===== src/rtl/accu_pkg.sv =====
// Shared encodings for the one-accumulator: receiver state codes and the
// transmit FSM states used by accu_stim_tx.
package accu_pkg;

    // Receiver state codes, shared with the accumulator itself.
    localparam logic [2:0] START   = 3'd0;
    localparam logic [2:0] FIRST1  = 3'd1;
    localparam logic [2:0] SECOND1 = 3'd2;
    localparam logic [2:0] THIRD1  = 3'd3;
    localparam logic [2:0] FOURTH1 = 3'd4;

    typedef enum logic [1:0] {
        IDLE   = 2'd0,
        SETUP  = 2'd1,
        STROBE = 2'd2,
        GAP    = 2'd3
    } tx_state_t;

    function automatic int max_int(input int a, input int b);
        return (a > b) ? a : b;
    endfunction

endpackage


===== src/rtl/accu_ref_model.sv =====
// Behavioural twin of the accumulator's receiver: advances on each strobe
// rising edge and predicts its out pin, counting entries into FOURTH1.
module accu_ref_model (
    input  logic       clk,
    input  logic       reset,
    input  logic       data_bit,
    input  logic       strobe_rise,
    output logic [2:0] state,
    output logic       expected_out,
    output logic [7:0] run_count
);
    import accu_pkg::*;

    logic [2:0] state_nxt;

    // NOTE: every variable written here gets a default first, so no path can
    // leave it unassigned and infer a latch.
    always_comb begin
        state_nxt = state;
        if (strobe_rise) begin
            if (data_bit)
                state_nxt = (state == FOURTH1) ? FIRST1 : state + 3'd1;
            else if (state == FOURTH1)
                state_nxt = START;
        end
    end

    // NOTE: state flops use non-blocking assignments so every flop samples
    // values from before the edge, independent of statement order.
    always_ff @(posedge clk or posedge reset) begin
        if (reset) begin
            state        <= START;
            expected_out <= 1'b0;
            run_count    <= 8'd0;
        end else begin
            state        <= state_nxt;
            expected_out <= (state_nxt == FOURTH1);
            if (state_nxt == FOURTH1 && state != FOURTH1 && run_count != 8'hFF)
                run_count <= run_count + 8'd1;
        end
    end

endmodule


===== src/rtl/accu_stim_tx.sv =====
// Serial transmitter for the one-accumulator: shifts a latched pattern out on
// bit_out with a level strobe per bit. Define ACCU_MODEL_EN to add the receiver model.
module accu_stim_tx #(
    parameter int PAT_W   = 16,
    parameter int STB_CYC = 2,
    parameter int GAP_CYC = 3
) (
    input  logic                     clk,
    input  logic                     reset,
    input  logic                     start,
    input  logic [PAT_W-1:0]         pattern,
    input  logic [$clog2(PAT_W):0]   pat_len,
    input  logic                     loop,
    output logic                     bit_out,
    output logic                     strobe_out,
    output logic                     busy,
    output logic                     done,
    output logic [$clog2(PAT_W)-1:0] bit_idx,
    output logic                     expected_out,
    output logic [7:0]               run_count
);
    import accu_pkg::*;

    localparam int IDX_W = $clog2(PAT_W);
    localparam int LEN_W = IDX_W + 1;
    localparam int CNT_W = $clog2(max_int(STB_CYC, GAP_CYC));

    tx_state_t        state_q, state_nxt;
    logic [CNT_W-1:0] cnt_q, cnt_nxt;
    logic [IDX_W-1:0] idx_q, idx_nxt;
    logic [PAT_W-1:0] pat_q;
    logic [LEN_W-1:0] len_q, len_eff;
    logic             done_q, done_nxt;
    logic             load;
    logic             last_bit;

    assign len_eff  = (pat_len == '0 || pat_len > LEN_W'(PAT_W)) ? LEN_W'(PAT_W) : pat_len;
    assign last_bit = ({1'b0, idx_q} == len_q - LEN_W'(1));

    always_comb begin
        state_nxt = state_q;
        cnt_nxt   = cnt_q;
        idx_nxt   = idx_q;
        done_nxt  = 1'b0;
        load      = 1'b0;
        case (state_q)
            IDLE: begin
                if (start) begin
                    load      = 1'b1;
                    idx_nxt   = '0;
                    state_nxt = SETUP;
                end
            end
            SETUP: begin
                cnt_nxt   = '0;
                state_nxt = STROBE;
            end
            STROBE: begin
                if (cnt_q == CNT_W'(STB_CYC - 1)) begin
                    cnt_nxt   = '0;
                    state_nxt = GAP;
                end else begin
                    cnt_nxt = cnt_q + CNT_W'(1);
                end
            end
            GAP: begin
                if (cnt_q == CNT_W'(GAP_CYC - 1)) begin
                    cnt_nxt = '0;
                    if (!last_bit) begin
                        idx_nxt   = idx_q + IDX_W'(1);
                        state_nxt = SETUP;
                    end else if (loop) begin
                        idx_nxt   = '0;
                        state_nxt = SETUP;
                    end else begin
                        idx_nxt   = '0;
                        done_nxt  = 1'b1;
                        state_nxt = IDLE;
                    end
                end else begin
                    cnt_nxt = cnt_q + CNT_W'(1);
                end
            end
            default: state_nxt = IDLE;
        endcase
    end

    // NOTE: the pattern register is a plain vector of flops, not a RAM, so it
    // is reset along with the rest of the state.
    always_ff @(posedge clk or posedge reset) begin
        if (reset) begin
            state_q <= IDLE;
            cnt_q   <= '0;
            idx_q   <= '0;
            pat_q   <= '0;
            len_q   <= '0;
            done_q  <= 1'b0;
        end else begin
            state_q <= state_nxt;
            cnt_q   <= cnt_nxt;
            idx_q   <= idx_nxt;
            done_q  <= done_nxt;
            if (load) begin
                pat_q <= pattern;
                len_q <= len_eff;
            end
        end
    end

    // Decoded straight from reset flops so a reset drops the strobe at once.
    assign bit_out    = (state_q != IDLE) && pat_q[idx_q];
    assign strobe_out = (state_q == STROBE);
    assign busy       = (state_q != IDLE);
    assign done       = done_q;
    assign bit_idx    = idx_q;

`ifdef ACCU_MODEL_EN
    logic       strobe_d;
    logic [2:0] model_state;

    always_ff @(posedge clk or posedge reset) begin
        if (reset) strobe_d <= 1'b0;
        else       strobe_d <= strobe_out;
    end

    accu_ref_model u_model (
        .clk          (clk),
        .reset        (reset),
        .data_bit     (bit_out),
        .strobe_rise  (strobe_out & ~strobe_d),
        .state        (model_state),
        .expected_out (expected_out),
        .run_count    (run_count)
    );
`else
    assign expected_out = 1'b0;
    assign run_count    = 8'd0;
`endif

endmodule


===== config.mk =====
export PLATFORM = sky130hd
export DESIGN_NAME = accu_stim_tx
export DESIGN_NICKNAME = d
export VERILOG_FILES = /design/src/rtl/accu_pkg.sv /design/src/rtl/accu_ref_model.sv /design/src/rtl/accu_stim_tx.sv
export SDC_FILE = /design/constraint.sdc
export NUM_CORES = 1
export LEC_CHECK = 0
export ABC_CLOCK_PERIOD_IN_PS = 4000
export BUFFER_PORTS_ARGS = -buffer_cell sky130_fd_sc_hd__buf_4
export CELL_PAD_IN_SITES_DETAIL_PLACEMENT = 0
export CELL_PAD_IN_SITES_GLOBAL_PLACEMENT = 1
export CORE_ASPECT_RATIO = 0.9
export CORE_UTILIZATION = 44
export DETAILED_ROUTE_END_ITERATION = 16
export PLACE_DENSITY = 0.91
export SLEW_MARGIN = 20
export SYNTH_ARGS = -nofsm -noshare
export SYNTH_HDL_FRONTEND = slang
export SYNTH_SLANG_ARGS = --single-unit

===== constraint.sdc =====
create_clock -name clk -period 4 [get_ports clk]
set_input_delay 0.6 -clock clk [delete_from_list [all_inputs] [get_ports clk]]
set_output_delay 0.6 -clock clk [all_outputs]
set_load 0.01 [all_outputs]

======== After elaboration in Yosys (flattened, before gate mapping) ========
Index checks and enable logic that the tools add are counted.
storage, ports and cells
  bits in registers ....................... 30
  latch bits .............................. 0
  memory bits (writable) .................. 0
  bits in read-only memories .............. 0
  bits of input ports ..................... 25
  output and inout port bits .............. 17
  memories ................................ 0
cells by class
  add/subtract/negate cells ............... 3
  $mul .................................... 0
  div/mod/pow operators ................... 0
  order comparisons ....................... 2
  eq/ne operators ......................... 9
  shifts and indexed selects .............. 0
  mux-type cells .......................... 22
  bitwise logic cells ..................... 0
  reductions and logical operators ........ 9
operators with widths
  operator               count
  $mux W4                3
  $mux W2                5
  $mux W1                9
  $pmux W2 S4            1
  $pmux W4 S2            1
  $eq A2 B2 Y1 const B   3
  $pmux W2 S3            1
  $reduce_and A3 Y1      2
  $eq A4 B5 Y1           1
  $gt A5 B5 Y1 const B   1
  $logic_not A5 Y1       1
  $lt A4 B5 Y1 const B   1
  $mux W5                1
  $sub A5 B1 Y5 const B  1
  $add A4 B1 Y4 const B  1
  $bmux W1 S4            1
  $eq A2 B1 Y1 const B   2
  $ne A2 B2 Y1 const B   2
  $reduce_bool A2 Y1     2
  $reduce_bool A3 Y1     1
  $add A2 B1 Y2 const B  1
  $logic_not A2 Y1       1
  $ne A2 B1 Y1 const B   1
  $logic_and A1 B1 Y1    1
  $logic_or A1 B1 Y1     1

======== Logic depth before layout (Yosys ltp) ========
  depth in word-level cells ............... 5
  gate-level depth with buffers ........... 7
  gate-level depth less buffers ........... 7

======== Worst setup path after synthesis ========
OpenSTA, ideal clock, no wires.
  path kind ............................... flip-flop to output port
  start point ............................. register idx_q[2] (netlist: bit_idx[2])
  end point ............................... output bit_out
  arrival time ............................ 1720 ps
  required time ........................... 3400 ps
  setup slack ............................. 1680 ps
  cell stages (with the launch flop) ...... 5
  buffers on the path ..................... 1
  cells stage by stage .................... dfrtp_1 > buf_2 > mux4_2 > mux4_2 > and2_1
on the way
  longest elaborated chain between the ends .. 3
RTL lines
  what                           line                 source
  start: declaration             accu_stim_tx.sv:30   logic [IDX_W-1:0] idx_q, idx_nxt;
  start signal: assignment       accu_stim_tx.sv:101  idx_q <= idx_nxt;
  $bmux W1 S4                    accu_stim_tx.sv:111  assign bit_out = (state_q != IDLE) && pat_q[idx_q];
  $mux W1 (implied by the code)  accu_stim_tx.sv:111
  $logic_and A1 B1 Y1            accu_stim_tx.sv:111
  end: declaration               accu_stim_tx.sv:14   output logic bit_out,
Every way passes these cells. The select of a mux whose other input is x is not followed.

======== Worst setup path after layout ========
  start point ............................. register idx_q[0] (netlist: bit_idx[0])
  end point ............................... output bit_out
The elaborated chain is that of the path after synthesis.

==> impl_metrics.py <==
metrics = {
    "clock_tree": {
        "cts_tree": "yes",
        "clk_path_buf_depth": 2,
        "cts_max_level": 2,
        "numCtsBuffers": 5,
        "hold_buffers": 0,
        "cts-resized-gates": 0,
        "clk_latency_ns": 0.27,
        "clockRootBuffer": "clkbuf_8",
        "post_cts_buffers": 0,
        "clk_pin_slew_ns": 0.06,
        "clock-sinks": 30,
    },
    "place": {
        "hpwl_mm": 2.30,
        "dp.cells": 216,
        "place_congestion": 0.739,
        "place_ws_ns": 1.48,
        "port_buffers": 32,
        "place_area_um2": 1900,
    },
    "sta": {
        "min_period_ns": 2.79,
        "min_period_over_period": 0.698,
        "rsz0062_at_grt": "no",
        "hold_violations": 0,
        "timing.setup.tns_ns": 0,
        "worstMarginPinSlew_ns": 0.870,
        "setup_ws_ns": 1.21,
        "fmax_ghz": 0.358,
        "max-slew-margin-rel": 0.419,
        "finClkSkew_ns": 0.00374,
        "report.final.slew_viol_count": 0,
        "finalSetupViolCount": 0,
        "hold_ws_ns": 0.400,
    },
    "route": {
        "routedWlPerCell_um": 13.3,
        "route.detailed.drc": 0,
        "vias": 1145,
        "ant_nets": 0,
        "drt-total-wl_mm": 2.97,
        "dr.first_iter.drc_count": 33,
        "first_pass_iters": 4,
        "drt-vias-per-instance": 5.11,
    },
    "pwr": {
        "comb_power_share": 0.054,
        "p_sw_mw": 0.120,
        "sequentialPowerShare": 0.524,
        "p_sw_frac": 0.208,
        "p_per_area_nw_per_um2": 291,
        "p_leak_nw": 0.980,
        "irDropWorstVdd_mv": 0.193,
        "intPower_mw": 0.459,
        "power.total_mw": 0.579,
        "p_clk_frac": 0.422,
    },
    "worst_setup_path": {
        "crit_slowest_cell": "mux4_1",
        "end_kind": "primary output",
        "cp-start-kind": "register",
        "worst-r2r-setup-slack_ns": 2.12,
        "worstPathArrival_ns": 2.19,
        "reg2reg_depth": 7,
        "r2r-start": "len_q[0]$_DFFE_PP0P_",
        "cp_top_family": "multiplexers",
        "critPathMaxFanout": 10,
        "critPathMaxStageDelay_ns": 0.60,
        "r2r_end": "state_q[0]$_DFFE_PP0P_",
        "worstSetupPathType": "register to primary output",
        "crit_buf_inv": 1,
        "cp_cell_sequence": "mux4_1 -> mux4_2 -> and2_1 -> buf_4",
        "crit_required_ns": 3.40,
    },
    "grt": {
        "grt_pass1_vias": 1161,
        "antenna_found_initial": 0,
        "grt_pass1_wl_mm": 5.16,
        "grt_max_degree": 31,
        "grt_remaining_overflow": 0,
        "grt_usage": 0.175,
    },
    "die": {
        "start_util": 0.475,
        "core_um2": 3500,
        "design.die.area_um2": 4040,
        "rows": 20,
        "dieWidth_um": 66.9,
        "io_pins": 42,
        "fp.dieH_um": 60.4,
    },
    "synth": {
        "yosysTopAreaCell": "dfrtp_1",
        "yosys.cell_types.count": 33,
        "async_flop_share": 1.00,
        "synth_enable_flop_cells": 0,
        "synth_cells": 145,
        "synth_area_um2": 1670,
        "synth-seq-cells": 30,
        "synth_top_area_frac": 0.451,
        "ys_seq_area_frac": 0.451,
        "ys_warn_count": 0,
        "synth_area_per_cell_um2": 11.5,
        "synth.area.top_cells": "dfrtp_1 45%, mux2_2 11%, ha_1 5.3%",
        "ys.flop_type": "dfrtp_1",
    },
    "final_layout": {
        "final_cell_mix": "32 x buf_4, 30 x dfrtp_1, 17 x mux2_2, 10 x nand2_1, 10 x o21ai_0",
        "nets": 211,
        "fin_util": 0.568,
        "layout_commonest_cell": "buf_4",
        "final_cell_area_um2": 1990,
        "diodes": 0,
        "area_delta_synth_final_pct": 19.5,
        "drive_above_1_share": 0.333,
        "post_layout_nonfiller_instances": 224,
    },
    "worst_hold_path": {
        "hold_class": "input pin to async pin",
    },
    "run_status": {
        "status": "finished, final reports clean",
    },
    "job": {
        "cap_viol_max_count": 0,
    },
}
## logic make-up after synthesis
| group | Yosys count | synth area share |
|---|---|---|
| AND/OR/NAND/NOR | 34 | 0.109 |
| AO/OA/AOI/OAI | 21 | 0.0811 |
| other | 1 | 0.00225 |
| adder cells (fa/ha/maj) | 7 | 0.0526 |
| multiplexers | 23 | 0.195 |
| flip-flops | 30 | 0.451 |
| buffers and inverters | 23 | 0.0774 |
| XOR/XNOR | 6 | 0.0316 |
## synth_stat cells (2+ instances only)
library cell / count
nand2_1: 10
a21o_1: 2
xnor2_1: 3
xor2_1: 3
a21oi_1: 4
mux4_2: 2
nor2_1: 2
inv_1: 10
o21ai_0: 10
nand2b_1: 7
mux4_1: 3
nor3_1: 6
nand3b_1: 2
ha_1: 7
mux2_2: 17
nand3_1: 2
clkbuf_1: 2
dfrtp_1: 30
buf_4: 9
## state kept, by name, summed over array words and instances (netlist names)
name,count
state_q,2
bit_idx,4
pat_q,16
done,1
cnt_q,2
len_q,5
## how the worst max path moves through the flow
stage	to	cells after the start	slack, ns	start
finish	bit_out	4	1.21	bit_idx[0]$_DFFE_PP0P_
floorplan	bit_out	4	1.68	bit_idx[2]$_DFFE_PP0P_
CTS	bit_out	4	1.18	bit_idx[0]$_DFFE_PP0P_
global placement	bit_out	4	1.51	bit_idx[0]$_DFFE_PP0P_
detailed placement	bit_out	4	1.48	bit_idx[0]$_DFFE_PP0P_
global route	bit_out	4	1.10	bit_idx[0]$_DFFE_PP0P_
## metal layers
| layer | track usage | vias to the layer above | wire (um) |
|---|---|---|---|
| met5 | 0 | - | 0 |
| met4 | 0.0547 | 0 | 13 |
| met3 | 0.0564 | 2 | 112 |
| met2 | 0.291 | 27 | 1510 |
| met1 | 0.218 | 555 | 1330 |
| li1 | - | 561 | - |
## power groups by stage
| stage | Clock [mW] | Combinational [mW] | Sequential [mW] |
|---|---|---|---|
| 2_1_floorplan | 0 | 0.0180 | 0.309 |
| 3_3_place_gp | 0 | 0.0311 | 0.309 |
| 3_5_place_dp | 0 | 0.0318 | 0.309 |
| 4_1_cts | 0.251 | 0.0319 | 0.304 |
| 5_1_grt | 0.268 | 0.0362 | 0.303 |
| 6_report | 0.244 | 0.0314 | 0.304 |
## cell type report
type,count,area [um^2]
fill,310,1510
multi-input combinational,100,816
sequential,30,751
timing repair buffer,32,240
clock buffer,7,86.3
tap,44,55.1
inverter,10,37.5
clock inverter,1,5.00
No activity file was read; power rests on OpenSTA's default activity.
